===== src/rtl/i2s_tx_ctrl_pkg.sv =====
// Shared constants and types for the I2S transmit path (controller, clock
// generator and serializer).
package i2s_pkg;

  localparam int DEF_DATA_BIT = 16;
  localparam int DEF_DIV      = 8;
  localparam int FRAME_BITS   = 2 * DEF_DATA_BIT;

  typedef struct packed {
    logic [DEF_DATA_BIT-1:0] left;
    logic [DEF_DATA_BIT-1:0] right;
  } sample_t;

  function automatic int frame_bits(input int data_bit);
    return 2 * data_bit;
  endfunction

endpackage


===== src/rtl/i2s_tx_ctrl_if.sv =====
// Upstream stereo sample stream: valid/ready handshake carrying one L/R pair.
interface i2s_tx_ctrl_if
  import i2s_pkg::*;
#(
  parameter int DATA_BIT = DEF_DATA_BIT
) ();

  logic                s_valid;
  logic                s_ready;
  logic [DATA_BIT-1:0] s_audio_l;
  logic [DATA_BIT-1:0] s_audio_r;

  modport master (output s_valid, output s_audio_l, output s_audio_r, input s_ready);
  modport slave  (input s_valid, input s_audio_l, input s_audio_r, output s_ready);

endinterface


===== src/rtl/i2s_tx_ctrl_clk_gen.sv =====
// Divides the audio clock into bclk/lrclk and produces the serializer's
// load (tx_rd_en) and shift (tx_sclk) strobes at each bit boundary.
module i2s_clk_gen
  import i2s_pkg::*;
#(
  parameter int DATA_BIT = DEF_DATA_BIT,
  parameter int DIV      = DEF_DIV
) (
  input  logic clk_i,
  input  logic rst_i,
  input  logic enable_i,
  output logic bclk_o,
  output logic lrclk_o,
  output logic tx_rd_en_o,
  output logic tx_sclk_o
);

  localparam int FB = frame_bits(DATA_BIT);
  localparam int DW = (DIV > 2) ? $clog2(DIV) : 1;
  localparam int BW = $clog2(FB);

  localparam logic [DW-1:0] DIV_LAST = DW'(DIV - 1);
  localparam logic [DW-1:0] DIV_HALF = DW'(DIV / 2);
  localparam logic [BW-1:0] BIT_LAST = BW'(FB - 1);
  localparam logic [BW-1:0] LR_LO    = BW'(DATA_BIT - 1);
  localparam logic [BW-1:0] LR_HI    = BW'(FB - 2);

  logic [DW-1:0] div_q, div_d;
  logic [BW-1:0] bit_q, bit_d;
  logic          bclk_q, bclk_d;
  logic          lrclk_q, lrclk_d;
  logic          bit_bnd;

  always_comb begin
    div_d   = div_q;
    bit_d   = bit_q;
    bit_bnd = 1'b0;
    if (enable_i) begin
      bit_bnd = (div_q == DIV_LAST);
      if (bit_bnd) begin
        div_d = '0;
        bit_d = (bit_q == BIT_LAST) ? '0 : bit_q + BW'(1);
      end else begin
        div_d = div_q + DW'(1);
      end
    end else begin
      div_d = '0;
      bit_d = BIT_LAST;
    end
    // Pins are registered from next-state so they line up with the counters.
    bclk_d  = (div_d >= DIV_HALF);
    lrclk_d = enable_i && (bit_d >= LR_LO) && (bit_d <= LR_HI);
  end

  always_ff @(posedge clk_i or posedge rst_i) begin
    if (rst_i) begin
      div_q   <= '0;
      bit_q   <= BIT_LAST;
      bclk_q  <= 1'b0;
      lrclk_q <= 1'b0;
    end else begin
      div_q   <= div_d;
      bit_q   <= bit_d;
      bclk_q  <= bclk_d;
      lrclk_q <= lrclk_d;
    end
  end

  assign bclk_o     = bclk_q;
  assign lrclk_o    = lrclk_q;
  assign tx_rd_en_o = bit_bnd & (bit_q == BIT_LAST);
  assign tx_sclk_o  = bit_bnd & (bit_q != BIT_LAST);

endmodule


===== src/rtl/i2s_tx_ctrl.sv =====
// I2S transmit controller: timing generation, one-entry stereo sample buffer,
// silence substitution and saturating underrun counting.
module i2s_tx_ctrl
  import i2s_pkg::*;
#(
  parameter int DATA_BIT = DEF_DATA_BIT,
  parameter int DIV      = DEF_DIV,
  parameter int UCNT_W   = 16
) (
  input  logic                clk_12_288,
  input  logic                reset,
  input  logic                enable,
  i2s_tx_ctrl_if.slave        s_if,
  output logic                bclk,
  output logic                lrclk,
  output logic                tx_rd_en,
  output logic                tx_sclk,
  output logic [DATA_BIT-1:0] tx_audio_l,
  output logic [DATA_BIT-1:0] tx_audio_r,
  output logic                underrun,
  output logic [UCNT_W-1:0]   underrun_cnt,
  input  logic                underrun_clr
);

  logic                buf_full_q, buf_full_d;
  logic [DATA_BIT-1:0] buf_l_q, buf_l_d;
  logic [DATA_BIT-1:0] buf_r_q, buf_r_d;
  logic                underrun_q, underrun_d;
  logic [UCNT_W-1:0]   ucnt_q, ucnt_d;
  logic                s_ready;
  logic                hs;

  i2s_clk_gen #(
    .DATA_BIT (DATA_BIT),
    .DIV      (DIV)
  ) u_clk_gen (
    .clk_i      (clk_12_288),
    .rst_i      (reset),
    .enable_i   (enable),
    .bclk_o     (bclk),
    .lrclk_o    (lrclk),
    .tx_rd_en_o (tx_rd_en),
    .tx_sclk_o  (tx_sclk)
  );

  assign s_ready     = enable & ~buf_full_q;
  assign hs          = s_if.s_valid & s_ready;
  assign s_if.s_ready = s_ready;

  always_comb begin
    buf_full_d = buf_full_q;
    buf_l_d    = buf_l_q;
    buf_r_d    = buf_r_q;
    underrun_d = 1'b0;
    ucnt_d     = ucnt_q;
    // A load empties the buffer; a same-cycle handshake refills it for the next frame.
    if (!enable) begin
      buf_full_d = 1'b0;
    end else if (tx_rd_en) begin
      buf_full_d = hs;
    end else if (hs) begin
      buf_full_d = 1'b1;
    end else begin
      buf_full_d = buf_full_q;
    end
    if (hs) begin
      buf_l_d = s_if.s_audio_l;
      buf_r_d = s_if.s_audio_r;
    end else begin
      buf_l_d = buf_l_q;
      buf_r_d = buf_r_q;
    end
    if (tx_rd_en && !buf_full_q) begin
      underrun_d = 1'b1;
      if (ucnt_q != '1) begin
        ucnt_d = ucnt_q + UCNT_W'(1);
      end else begin
        ucnt_d = ucnt_q;
      end
    end else begin
      underrun_d = 1'b0;
    end
    if (underrun_clr) begin
      ucnt_d = '0;
    end else begin
      ucnt_d = ucnt_d;
    end
  end

  always_ff @(posedge clk_12_288 or posedge reset) begin
    if (reset) begin
      buf_full_q <= 1'b0;
      buf_l_q    <= '0;
      buf_r_q    <= '0;
      underrun_q <= 1'b0;
      ucnt_q     <= '0;
    end else begin
      buf_full_q <= buf_full_d;
      buf_l_q    <= buf_l_d;
      buf_r_q    <= buf_r_d;
      underrun_q <= underrun_d;
      ucnt_q     <= ucnt_d;
    end
  end

  assign tx_audio_l   = buf_full_q ? buf_l_q : '0;
  assign tx_audio_r   = buf_full_q ? buf_r_q : '0;
  assign underrun     = underrun_q;
  assign underrun_cnt = ucnt_q;

endmodule

===== src/flat_wrapper.sv =====
// flat-port wrapper written by rule: the top's interface ports become plain ports
module i2s_tx_ctrl_flat import i2s_pkg::*;
#(
  parameter int DATA_BIT = DEF_DATA_BIT,
  parameter int DIV      = DEF_DIV,
  parameter int UCNT_W   = 16
)
  (clk_12_288, reset, enable, bclk, lrclk, tx_rd_en, tx_sclk, tx_audio_l, tx_audio_r, underrun, underrun_cnt, underrun_clr, s_if_s_valid, s_if_s_audio_l, s_if_s_audio_r, s_if_s_ready);
  i2s_tx_ctrl_if #(.DATA_BIT(DATA_BIT)) s_if_i ();
  input  logic clk_12_288;
  input  logic reset;
  input  logic enable;
  output logic bclk;
  output logic lrclk;
  output logic tx_rd_en;
  output logic tx_sclk;
  output logic [DATA_BIT-1:0] tx_audio_l;
  output logic [DATA_BIT-1:0] tx_audio_r;
  output logic underrun;
  output logic [UCNT_W-1:0] underrun_cnt;
  input  logic underrun_clr;
  input wire logic [$bits(s_if_i.s_valid)-1:0] s_if_s_valid;
  input wire logic [$bits(s_if_i.s_audio_l)-1:0] s_if_s_audio_l;
  input wire logic [$bits(s_if_i.s_audio_r)-1:0] s_if_s_audio_r;
  output wire logic [$bits(s_if_i.s_ready)-1:0] s_if_s_ready;
  assign s_if_i.s_valid = s_if_s_valid;
  assign s_if_i.s_audio_l = s_if_s_audio_l;
  assign s_if_i.s_audio_r = s_if_s_audio_r;
  assign s_if_s_ready = s_if_i.s_ready;
  i2s_tx_ctrl #(.DATA_BIT(DATA_BIT), .DIV(DIV), .UCNT_W(UCNT_W)) u_core (.clk_12_288(clk_12_288), .reset(reset), .enable(enable), .s_if(s_if_i), .bclk(bclk), .lrclk(lrclk), .tx_rd_en(tx_rd_en), .tx_sclk(tx_sclk), .tx_audio_l(tx_audio_l), .tx_audio_r(tx_audio_r), .underrun(underrun), .underrun_cnt(underrun_cnt), .underrun_clr(underrun_clr));
endmodule

===== config.mk =====
export PLATFORM = sky130hd
export DESIGN_NAME = i2s_tx_ctrl_flat
export DESIGN_NICKNAME = d
export VERILOG_FILES = /design/src/rtl/i2s_tx_ctrl_pkg.sv /design/src/rtl/i2s_tx_ctrl_if.sv /design/src/rtl/i2s_tx_ctrl_clk_gen.sv /design/src/rtl/i2s_tx_ctrl.sv /design/src/flat_wrapper.sv
export SDC_FILE = /design/constraint.sdc
export NUM_CORES = 1
export LEC_CHECK = 0
export ABC_AREA = 1
export CORE_MARGIN = 1.5
export CORE_UTILIZATION = 30
export DETAILED_ROUTE_END_ITERATION = 10
export PLACE_DENSITY = 0.63
export RECOVER_POWER = 50
export SYNTH_ARGS = -nofsm -noshare
export SYNTH_HDL_FRONTEND = slang
export SYNTH_HIERARCHICAL = 1
export SYNTH_SLANG_ARGS = --single-unit

===== constraint.sdc =====
create_clock -name clk_12_288 -period 2.7 [get_ports clk_12_288]
set_clock_uncertainty 0.2 [all_clocks]
set_input_delay 0.675 -clock clk_12_288 [delete_from_list [all_inputs] [get_ports clk_12_288]]
set_output_delay 0.675 -clock clk_12_288 [all_outputs]
set_load 0.05 [all_outputs]

==> results.yml, run 1 <==
status:
  status: "completed"
synth:
  synth_warnings: 6
  syn_inst: 369
  synth.distinct_cells: 29
  yosysSeqAreaShare: 0.477
  avgSynthCellArea_um2: 8.42
  syn-cell-area_um2: 3110
  yosys_register_bits: 59
  synth_nets: 412
detailed_routing:
  routed-via-count: 2631
  drc: 0
  drt_iter0_drc: 78
  firstDrtPassIters: 4
  ant_nets: 0
  totalWireLength_mm: 7.45
  wl_per_cell_um: 12.3
  viasPerCell: 4.36
floorplanning:
  die_area_um2: 11000
  coreArea_um2: 9910
  die_x_um: 105
  die_h_um: 105
  initial_core_util: 0.314
  num_rows: 36
  ios: 91
sta:
  period_share: 0.974
  hold_viol: 0
  min_period_ps: 2630
  worst_slew_margin_rel: 0.153
  setup_viol: 0
  tightest_slew_ps: 1270
  slew_violations: 0
  max_freq_ghz: 0.380
global_route:
  grt_pass1_wl_mm: 12.4
  grt_max_degree: 51
  track_usage: 0.145
  antenna_found_initial: 0
  overflow: 0
  grt_pass1_vias: 2598
cts:
  worstSkewPairLatency_ps: 340
  cts_inserted_buffers: 9
  ctsHoldBuffers: 0
  cts_sinks: 59
  ctsHtreeMaxLevel: 3
  tritoncts: "done"
  clk_pin_slew_worst_paths_ps: 70
  root_buffer: "clkbuf_8"
  cts_buffer_depth: 2
critical_path:
  max_stage_delay_ps: 600
  crit_type: "in -> out"
  end_kind: "primary output"
  cp.arrival_ps: 1750
  cp_cell_sequence: "dlygate4sd3_1, nand2_2, nor2_1, buf_12"
  cp_max_fo: 4
  crit_path_start_kind: "primary input"
  crit_family: "buffers and inverters"
  cp.required_ps: 1820
  critPathBufInv: 2
  slowest_stage: "dlygate4sd3_1"
place:
  place_hpwl_mm: 5.40
  gp_congestion: 0.813
  port_buffers: 90
  place_area_um2: 4510
finish:
  area_growth_pct: 51.2
  fin_nets: 509
  num_antenna_cells: 0
  drive_gt1_frac: 0.240
  postLayoutCellArea_um2: 4700
  fin_util: 0.474
pwr:
  power.density_nw_per_um2: 574
  vdd_drop_max_mv: 0.238
  p_leak_nw: 2.32
worst_hold_path:
  hold_class: "reg -> reg"
run:
  cap_violations: 0
[synth_stat cells]
cell type | n | area, µm²
dfrtp_1 | 54 | 1350
ha_1 | 6 | 75.1
o21ai_0 | 8 | 40.0
xor2_1 | 3 | 26.3
nand4_1 | 3 | 18.8
nor2_2 | 3 | 18.8
buf_6 | 2 | 22.5
o21ai_1 | 1 | 5.00
nand3b_1 | 1 | 7.51
nand3_2 | 2 | 20.0
inv_1 | 59 | 221
mux2_2 | 32 | 360
clkinv_1 | 1 | 3.75
nor2_1 | 28 | 105
o21bai_2 | 1 | 11.3
nand2_1 | 116 | 435
buf_2 | 4 | 20.0
o31ai_1 | 1 | 7.51
nand2_2 | 1 | 6.26
dfstp_2 | 5 | 131
nand3_1 | 20 | 100
or2_2 | 2 | 12.5
clkbuf_1 | 4 | 15.0
nand2_4 | 1 | 11.3
nor3_1 | 1 | 5.00
o21ai_2 | 5 | 43.8
buf_8 | 1 | 15.0
a21oi_1 | 1 | 5.00
inv_2 | 3 | 11.3
[state kept, by name (all words and copies together), names as in the netlist]
register,flops
u_core/u_clk_gen/lrclk_o,1
u_core/underrun_cnt,16
u_core/u_clk_gen/div_q,2
u_core/buf_l_q,16
u_core/underrun,1
u_core/buf_r_q,16
u_core/u_clk_gen/bclk_o,1
u_core/buf_full_q,1
u_core/u_clk_gen/bit_q,5
[what timing repair did]
action,4_1_cts,5_1_grt
resized for setup,3,0
setup endpoints to repair,1,1
pin swaps,0,1
setup buffers,0,1
[final timing paths]
kind                                                           from                                   to  slack [ps]  cells past startpoint
worst min register to register  u_core/u_clk_gen/div_q[0]$_DFF_PP0_  u_core/u_clk_gen/div_q[0]$_DFF_PP0_         250                      1
worst max-delay path                                         enable                              tx_sclk          70                      4
max in group asynchronous                                     reset  u_core/underrun_cnt[15]$_DFFE_PP0P_         510                      3
min in group asynchronous                                     reset    u_core/u_clk_gen/bclk_o$_DFF_PP0_         570                      2
worst min-delay path            u_core/u_clk_gen/div_q[0]$_DFF_PP0_  u_core/u_clk_gen/div_q[0]$_DFF_PP0_         250                      1
worst max register to register  u_core/u_clk_gen/bit_q[0]$_DFF_PP1_   u_core/underrun_cnt[9]$_DFFE_PP0P_         330                     13
[report_power, final]
part	total, mW	internal, mW	switching [mW]
logic	0.842	0.404	0.438
clock network	0.794	0.422	0.372
registers	1.06	1.00	0.0604
total	2.70	1.83	0.870
[cells by family (layout without fill, tap and decap cells)]
logic type                 after synthesis  in the layout  synth area share
AOI/OAI and AO/OA                       17             17            0.0362
xor gates and xnor gates                 3              3           0.00846
adders and majority gates                6              6            0.0242
buffers and inverters                   74            176            0.0995
DFF                                     59             59             0.477
muxes                                   32             32             0.116
and+or+nand+nor                        178            178             0.238
[routing by layer]
metal | part of all wire | global-route usage | vias to the layer above | routed length, µm
li1 | - | - | 1324 | -
met2 | 0.42 | 0.216 | 94 | 3160
met5 | 0 | 0 | - | 0
met1 | 0.50 | 0.199 | 1204 | 3750
met3 | 0.056 | 0.0393 | 9 | 417
met4 | 0.016 | 0.0568 | 0 | 120
[area by class of cell]
cell class                      count  area [µm²]
Fill cell                         943        5210
Inverter                           63         236
Tap cell                          133         166
Clock inverter                      7        68.8
Multi-Input combinational cell    236        1330
Timing Repair Buffer               97        1290
Clock buffer                        9         124
Sequential cell                    59        1480
[stage by stage]
step           hold slack [ps]  setup TNS (ps)  setup WS (ps)  total power [mW]  instances
6_report                   247               0           71.1              2.70        604
3_3_place_gp               220               0            160              1.92        587
2_1_floorplan              207               0            144              1.53        369
4_1_cts                    244               0           7.79              2.75        603
5_1_grt                    279           -12.3          -12.3              2.84        604
3_5_place_dp               235               0            114              1.94        587
[cells in the final DEF, fill, tap and decap left out, drive strengths merged]
master / Yosys / final
nand2: 118 / 118
inv: 62 / 61
dfrtp: 54 / 54
clkdlybuf4s50: 0 / 53
buf: 7 / 39
mux2: 32 / 32
nor2: 31 / 31
nand3: 22 / 22
o21ai: 14 / 14
clkbuf: 4 / 12
ha: 6 / 6
clkinv: 1 / 6
dfstp: 5 / 5
xor2: 3 / 3
nand4: 3 / 3
clkinvlp: 0 / 2
dlygate4sd3: 0 / 2
or2: 2 / 2
bufinv: 0 / 1
nor3: 1 / 1
o31ai: 1 / 1
o21bai: 1 / 1
a21oi: 1 / 1
nand3b: 1 / 1
Power figures use the tool's default switching activity.
==> inputs of run 2 (changes only) <==
--- a/config.mk
+++ b/config.mk
@@ -8,6 +8,7 @@
 export ABC_AREA = 1
 export CORE_MARGIN = 1.5
 export CORE_UTILIZATION = 30
+export CTS_CLUSTER_SIZE = 30
 export DETAILED_ROUTE_END_ITERATION = 10
 export PLACE_DENSITY = 0.63
 export RECOVER_POWER = 50
==> results of run 2 <==
No change in the layout: final DEF, timing and power equal those of run 1.
